===== src/rtl/uart_btn_msg_tx.sv =====
// uart_btn_msg_tx: button-triggered UART message transmitter.
//
// A rising edge on any button_i bit sends a fixed MSG_LEN-byte message over an
// 8N1-style serial line. Byte k of button b is 8'h30 + b*MSG_LEN + k, truncated
// to DATA_BITS. A trigger that arrives while a message is in flight is held in a
// one-entry pending slot and sent after a single idle cycle.
//
// Optional feature macro: UART_TX_PARITY_EN -- adds one even-parity bit per frame.
//
// Ports:
//   clk_i            rising-edge clock
//   rst_n_i          asynchronous active-low reset
//   button_i         message request lines, synchronous to clk_i
//   uart_tx_data_o   serial output, idle high
//   uart_tx_active_o high while a message is being sent
//   uart_tx_done_o   one-cycle pulse after the last stop bit of a message
module uart_btn_msg_tx #(
  parameter int unsigned CLKS_PER_BIT = 16,
  parameter int unsigned NUM_BUTTONS  = 4,
  parameter int unsigned MSG_LEN      = 4,
  parameter int unsigned DATA_BITS    = 8,
  parameter int unsigned STOP_BITS    = 1
) (
  input  logic                   clk_i,
  input  logic                   rst_n_i,
  input  logic [NUM_BUTTONS-1:0] button_i,
  output logic                   uart_tx_data_o,
  output logic                   uart_tx_active_o,
  output logic                   uart_tx_done_o
);

  localparam int unsigned CntW  = $clog2(CLKS_PER_BIT);
  localparam int unsigned ByteW = (MSG_LEN > 1) ? $clog2(MSG_LEN) : 1;

  localparam logic [CntW-1:0]  BaudLast    = CntW'(CLKS_PER_BIT - 1);
  localparam logic [CntW-1:0]  BaudPreLast = CntW'(CLKS_PER_BIT - 2);
  localparam logic [ByteW-1:0] ByteLast    = ByteW'(MSG_LEN - 1);
  localparam logic [2:0]       BitLast     = 3'(DATA_BITS - 1);
  localparam logic             StopLast    = 1'(STOP_BITS - 1);

  typedef enum logic [2:0] {
    StIdle,
    StStart,
    StData,
`ifdef UART_TX_PARITY_EN
    StParity,
`endif
    StStop,
    StNext
  } state_e;

  state_e                 r_state;
  logic [NUM_BUTTONS-1:0] r_btn_hist;
  logic                   r_pend_vld;
  logic [2:0]             r_pend_idx;
  logic [2:0]             r_btn_idx;
  logic [ByteW-1:0]       r_byte_idx;
  logic [CntW-1:0]        r_baud;
  logic [2:0]             r_bit;
  logic                   r_stop;
  logic [DATA_BITS-1:0]   r_shift;
  logic                   r_tx;
  logic                   r_active;
  logic                   r_done;
`ifdef UART_TX_PARITY_EN
  logic                   r_par;
`endif

  logic [NUM_BUTTONS-1:0] w_trig;
  logic                   w_trig_any;
  logic [2:0]             w_trig_idx;
  logic [2:0]             w_idle_idx;

  function automatic logic [DATA_BITS-1:0] msg_byte(input logic [2:0]       b,
                                                    input logic [ByteW-1:0] k);
    logic [7:0] v;
    v = 8'h30 + 8'(b) * 8'(MSG_LEN) + 8'(k);
    return v[DATA_BITS-1:0];
  endfunction

  // Rising-edge detect; lowest index wins among simultaneous edges.
  always_comb begin
    w_trig     = button_i & ~r_btn_hist;
    w_trig_any = |w_trig;
    w_trig_idx = '0;
    for (int i = int'(NUM_BUTTONS) - 1; i >= 0; i--) begin
      if (w_trig[i]) w_trig_idx = 3'(i);
    end
    // A stored request takes precedence over a fresh one when leaving idle.
    w_idle_idx = r_pend_vld ? r_pend_idx : w_trig_idx;
  end

  always_ff @(posedge clk_i or negedge rst_n_i) begin
    if (!rst_n_i) begin
      r_state    <= StIdle;
      r_btn_hist <= '0;
      r_pend_vld <= 1'b0;
      r_pend_idx <= '0;
      r_btn_idx  <= '0;
      r_byte_idx <= '0;
      r_baud     <= '0;
      r_bit      <= '0;
      r_stop     <= 1'b0;
      r_shift    <= '0;
      r_tx       <= 1'b1;
      r_active   <= 1'b0;
      r_done     <= 1'b0;
`ifdef UART_TX_PARITY_EN
      r_par      <= 1'b0;
`endif
    end else begin
      r_btn_hist <= button_i;
      r_done     <= 1'b0;

      // Busy: keep the first request that arrives, drop any after it.
      if (r_state != StIdle && w_trig_any && !r_pend_vld) begin
        r_pend_vld <= 1'b1;
        r_pend_idx <= w_trig_idx;
      end

      unique case (r_state)
        StIdle: begin
          if (r_pend_vld || w_trig_any) begin
            r_state    <= StStart;
            r_btn_idx  <= w_idle_idx;
            r_byte_idx <= '0;
            r_shift    <= msg_byte(w_idle_idx, '0);
`ifdef UART_TX_PARITY_EN
            r_par      <= ^msg_byte(w_idle_idx, '0);
`endif
            r_baud     <= '0;
            r_tx       <= 1'b0;
            r_active   <= 1'b1;
          end
          // Consuming the slot frees it for a trigger seen on this same edge.
          if (r_pend_vld) begin
            r_pend_vld <= w_trig_any;
            r_pend_idx <= w_trig_idx;
          end
        end

        StStart: begin
          if (r_baud == BaudLast) begin
            r_baud  <= '0;
            r_bit   <= '0;
            r_state <= StData;
            r_tx    <= r_shift[0];
            r_shift <= r_shift >> 1;
          end else begin
            r_baud <= r_baud + 1'b1;
          end
        end

        StData: begin
          if (r_baud == BaudLast) begin
            r_baud <= '0;
            if (r_bit == BitLast) begin
              r_bit <= '0;
`ifdef UART_TX_PARITY_EN
              r_state <= StParity;
              r_tx    <= r_par;
`else
              r_state <= StStop;
              r_stop  <= 1'b0;
              r_tx    <= 1'b1;
`endif
            end else begin
              r_bit   <= r_bit + 1'b1;
              r_tx    <= r_shift[0];
              r_shift <= r_shift >> 1;
            end
          end else begin
            r_baud <= r_baud + 1'b1;
          end
        end

`ifdef UART_TX_PARITY_EN
        StParity: begin
          if (r_baud == BaudLast) begin
            r_baud  <= '0;
            r_state <= StStop;
            r_stop  <= 1'b0;
            r_tx    <= 1'b1;
          end else begin
            r_baud <= r_baud + 1'b1;
          end
        end
`endif

        // The final cycle of the last stop bit is spent in StNext, so the next
        // start bit (or the return to idle) lands with no gap.
        StStop: begin
          if (r_stop == StopLast && r_baud == BaudPreLast) begin
            r_state <= StNext;
            r_baud  <= BaudLast;
          end else if (r_baud == BaudLast) begin
            r_baud <= '0;
            r_stop <= r_stop + 1'b1;
          end else begin
            r_baud <= r_baud + 1'b1;
          end
        end

        StNext: begin
          r_baud <= '0;
          r_stop <= 1'b0;
          if (r_byte_idx == ByteLast) begin
            r_state    <= StIdle;
            r_byte_idx <= '0;
            r_tx       <= 1'b1;
            r_active   <= 1'b0;
            r_done     <= 1'b1;
          end else begin
            r_state    <= StStart;
            r_byte_idx <= r_byte_idx + ByteW'(1);
            r_shift    <= msg_byte(r_btn_idx, r_byte_idx + ByteW'(1));
`ifdef UART_TX_PARITY_EN
            r_par      <= ^msg_byte(r_btn_idx, r_byte_idx + ByteW'(1));
`endif
            r_tx       <= 1'b0;
          end
        end

        default: begin
          r_state  <= StIdle;
          r_tx     <= 1'b1;
          r_active <= 1'b0;
        end
      endcase
    end
  end

  assign uart_tx_data_o   = r_tx;
  assign uart_tx_active_o = r_active;
  assign uart_tx_done_o   = r_done;

endmodule


===== config.mk =====
export PLATFORM = sky130hd
export DESIGN_NAME = uart_btn_msg_tx
export DESIGN_NICKNAME = d
export VERILOG_FILES = /design/src/rtl/uart_btn_msg_tx.sv
export SDC_FILE = /design/constraint.sdc
export NUM_CORES = 1
export LEC_CHECK = 0
export ABC_AREA = 1
export BUFFER_PORTS_ARGS = -buffer_cell sky130_fd_sc_hd__buf_4
export CAP_MARGIN = 10
export CORE_ASPECT_RATIO = 1.2
export CORE_UTILIZATION = 28
export CTS_BUF_LIST = sky130_fd_sc_hd__clkbuf_8 sky130_fd_sc_hd__clkbuf_16
export CTS_CLUSTER_SIZE = 40
export DETAILED_ROUTE_END_ITERATION = 16
export PLACE_DENSITY = 0.52
export SLEW_MARGIN = 10
export SYNTH_ARGS = -nofsm -noshare
export SYNTH_HDL_FRONTEND = slang
export SYNTH_SLANG_ARGS = --single-unit

===== constraint.sdc =====
create_clock -name clk_i -period 3.3 [get_ports clk_i]
set_input_delay 0.66 -clock clk_i [delete_from_list [all_inputs] [get_ports clk_i]]
set_output_delay 0.66 -clock clk_i [all_outputs]
set_load 0.05 [all_outputs]

==> flow_summary.ini <==
[die]
die_area_sq_mm = 0.00700
num_rows = 32
start_util = 0.290
fp.dieH_um = 91.5
dieWidth_um = 76.6
io-pin-count = 9
core_area_sq_mm = 0.00645

[power]
finalPower_mw = 0.780
p_leak_nw = 1.14
p_seq_frac = 0.547
clock_power_share = 0.410
ir_worst_vdd_mv = 0.207
combPwrFrac = 0.043
p_sw_mw = 0.180
p_int_mw = 0.600
sw_frac_of_total = 0.231
powerDensity_mw_per_mm2 = 367

[clock_tree]
cts_tree = done
cts_resized = 0
cts_setup_buffers = 0
h-tree-depth = 2
clk_pin_slew_ns = 0.07
cts_hold_buffers = 0
clk_latency_ns = 0.28
cts.sinks = 34
clockRootBuffer = clkbuf_8
cts_buffer_depth = 2
numCtsBuffers = 5

[detailed_routing]
num_vias = 1475
routedWlPerCell_um = 10.8
remaining_drc_errors = 0
firstDrtPassIters = 4
ant_nets = 0
avgViaCountPerCell = 4.35
wirelength_um = 3660
first_iter_violations = 80

[job]
cap_violations = 0

[hold_path]
hold_class = in2async

[place]
hpwlAfterDp_um = 2730
portBuffers = 8
place.gp.congestion = 0.779

[worst_setup_path]
cp_top_family = flip-flops
critPathKind = reg2out
critPathLaunchType = flop
critPathBufInv = 1
slowest_delay_ns = 0.54
critPathRequiredTime_ns = 2.64
worst-path-max-fanout = 2
cp_cell_sequence = buf_4
cp_slowest_cell = dfstp_2
cp.arrival_ns = 1.02
end_kind = primary output

[timing]
period_minus_slack_ns = 1.68
relSlewSlack = 0.705
hold_viol = 0
rsz0062_at_grt = no
setup_viol = 0
fmax_mhz = 596
slew_viol_final = 0
fin_skew_ns = 0.00659
period_share = 0.508
setup_tns_ns = 0
worstMarginPinSlew_ns = 0.442

[finish]
final_common_cell = nand2_1
syn2layout_area_growth_pct = 13.8
layout-drive-gt1-share = 0.173
final_cell_mix = nand2_1 (88), dfrtp_1 (33), inv_1 (26), nor2_1 (16), nand3_1 (14)
fillers = 669
antenna_cells = 0
fin_nets = 264

[logic_synthesis]
yosysWarnings = 0
synth-seq-area-share = 0.456
synth_nets = 249
ys_types = 26
syn_area_sq_mm = 0.00187
synth_ff_type = dfrtp_1
syn-mean-instance-area_sq_um = 7.85
synth-edff-count = 0
synth_async_sr_flop_share = 1.00
ys_ff_latch = 34
synthCells = 238

[grt]
grt_busiest_layer = met2
grt_util_met1 = 0.148
grt_pass1_wl_um = 6710
track_usage = 0.119
grt_util_met3 = 0.0261
antenna_found_initial = 0
overflow = 0
grt_max_degree = 35
met2_usage = 0.198
grt_pass1_vias = 1478

[run_status]
outcome = complete, no violations
## cell type report
class                      instances  area [sq um]  share of cell area
multi-input combinational        173           897               0.422
sequential                        34           852               0.401
inverter                          31           119              0.0559
tap                               85           106              0.0500
clock buffer                       6          82.6              0.0388
timing repair buffer               8          60.1              0.0283
clock inverter                     2          8.76             0.00412
## final timing paths
| check | startpoint | to | slack, ns | cells after the start |
|---|---|---|---|---|
| worst min register to register | uart_tx_data_o | uart_tx_data_o | 0.47 | 2 |
| worst max register to register | r_baud[1] | r_shift[3] | 1.65 | 8 |
| worst min-delay path | rst_n_i | r_shift[1] | 0.32 | 1 |
| max in group asynchronous | rst_n_i | uart_tx_data_o | 2.64 | 1 |
| worst max-delay path | uart_tx_data_o | uart_tx_data_o | 1.62 | 1 |
| min in group clk_i | uart_tx_data_o | uart_tx_data_o | 0.47 | 2 |
## sequential cells by signal, summed over array words and instances (netlist names)
signal / cells
r_baud: 4
r_bit: 3
r_btn_hist: 4
r_btn_idx: 3
r_byte_idx: 2
r_pend_idx: 3
r_pend_vld: 1
r_shift: 7
r_state: 3
r_stop: 1
uart_tx_active_o: 1
uart_tx_data_o: 1
uart_tx_done_o: 1
## power groups by stage
stage	registers (mW)	logic (mW)	clock network, mW
finish	0.427	0.0334	0.320
global route	0.427	0.0395	0.348
CTS	0.426	0.0350	0.332
detailed placement	0.435	0.0350	0
global placement	0.434	0.0344	0
floorplan	0.434	0.0171	0
## logic make-up (layout without fill, tap and decap cells)
kind of cell	Yosys count	after routing	share of synthesized area
AO/OA/AOI/OAI	27	27	0.0790
AND/OR/NAND/NOR	141	141	0.368
adder cells (fa/ha/maj)	5	5	0.0335
buffers and inverters	31	47	0.0636
flip-flops	34	34	0.456
## cell usage after synthesis, types with 2 or more instances
| master | number | area, sq um |
|---|---|---|
| nand3_4 | 2 | 35.0 |
| ha_1 | 5 | 62.6 |
| o21ai_0 | 11 | 55.1 |
| o21ai_2 | 3 | 26.3 |
| nand2_4 | 3 | 33.8 |
| nand2_1 | 88 | 330 |
| inv_2 | 5 | 18.8 |
| nand4_1 | 2 | 12.5 |
| nand3_1 | 14 | 70.1 |
| inv_1 | 25 | 93.8 |
| nand3_2 | 2 | 20.0 |
| nor2_1 | 16 | 60.1 |
| nand2_2 | 3 | 18.8 |
| a21oi_1 | 3 | 15.0 |
| nor2_4 | 4 | 45.0 |
| o21ai_1 | 9 | 45.0 |
| dfrtp_1 | 33 | 826 |
| nor2_2 | 2 | 12.5 |
## per-stage QoR
| step | cell area, sq um | util | hold WS (ns) | instances | setup slack [ns] |
|---|---|---|---|---|---|
| final | 2130 | 0.330 | 0.322 | 339 | 1.62 |
| after global routing | 2130 | 0.330 | 0.352 | 339 | 1.32 |
| after CTS | 2130 | 0.330 | 0.339 | 339 | 1.62 |
| after detailed placement | 2030 | 0.316 | 0.461 | 331 | 1.45 |
| after global placement | 2030 | 0.316 | 0.453 | 331 | 1.47 |
| after floorplan | 1870 | - | 0.364 | 238 | 1.77 |
## routing by layer
layer | part of all wire | wire length [um]
met1 | 0.48 | 1770
met5 | 0 | 0
met4 | 0.014 | 51
met3 | 0.024 | 88
met2 | 0.48 | 1760
Note: power is estimated with default switching activity, not from simulation.
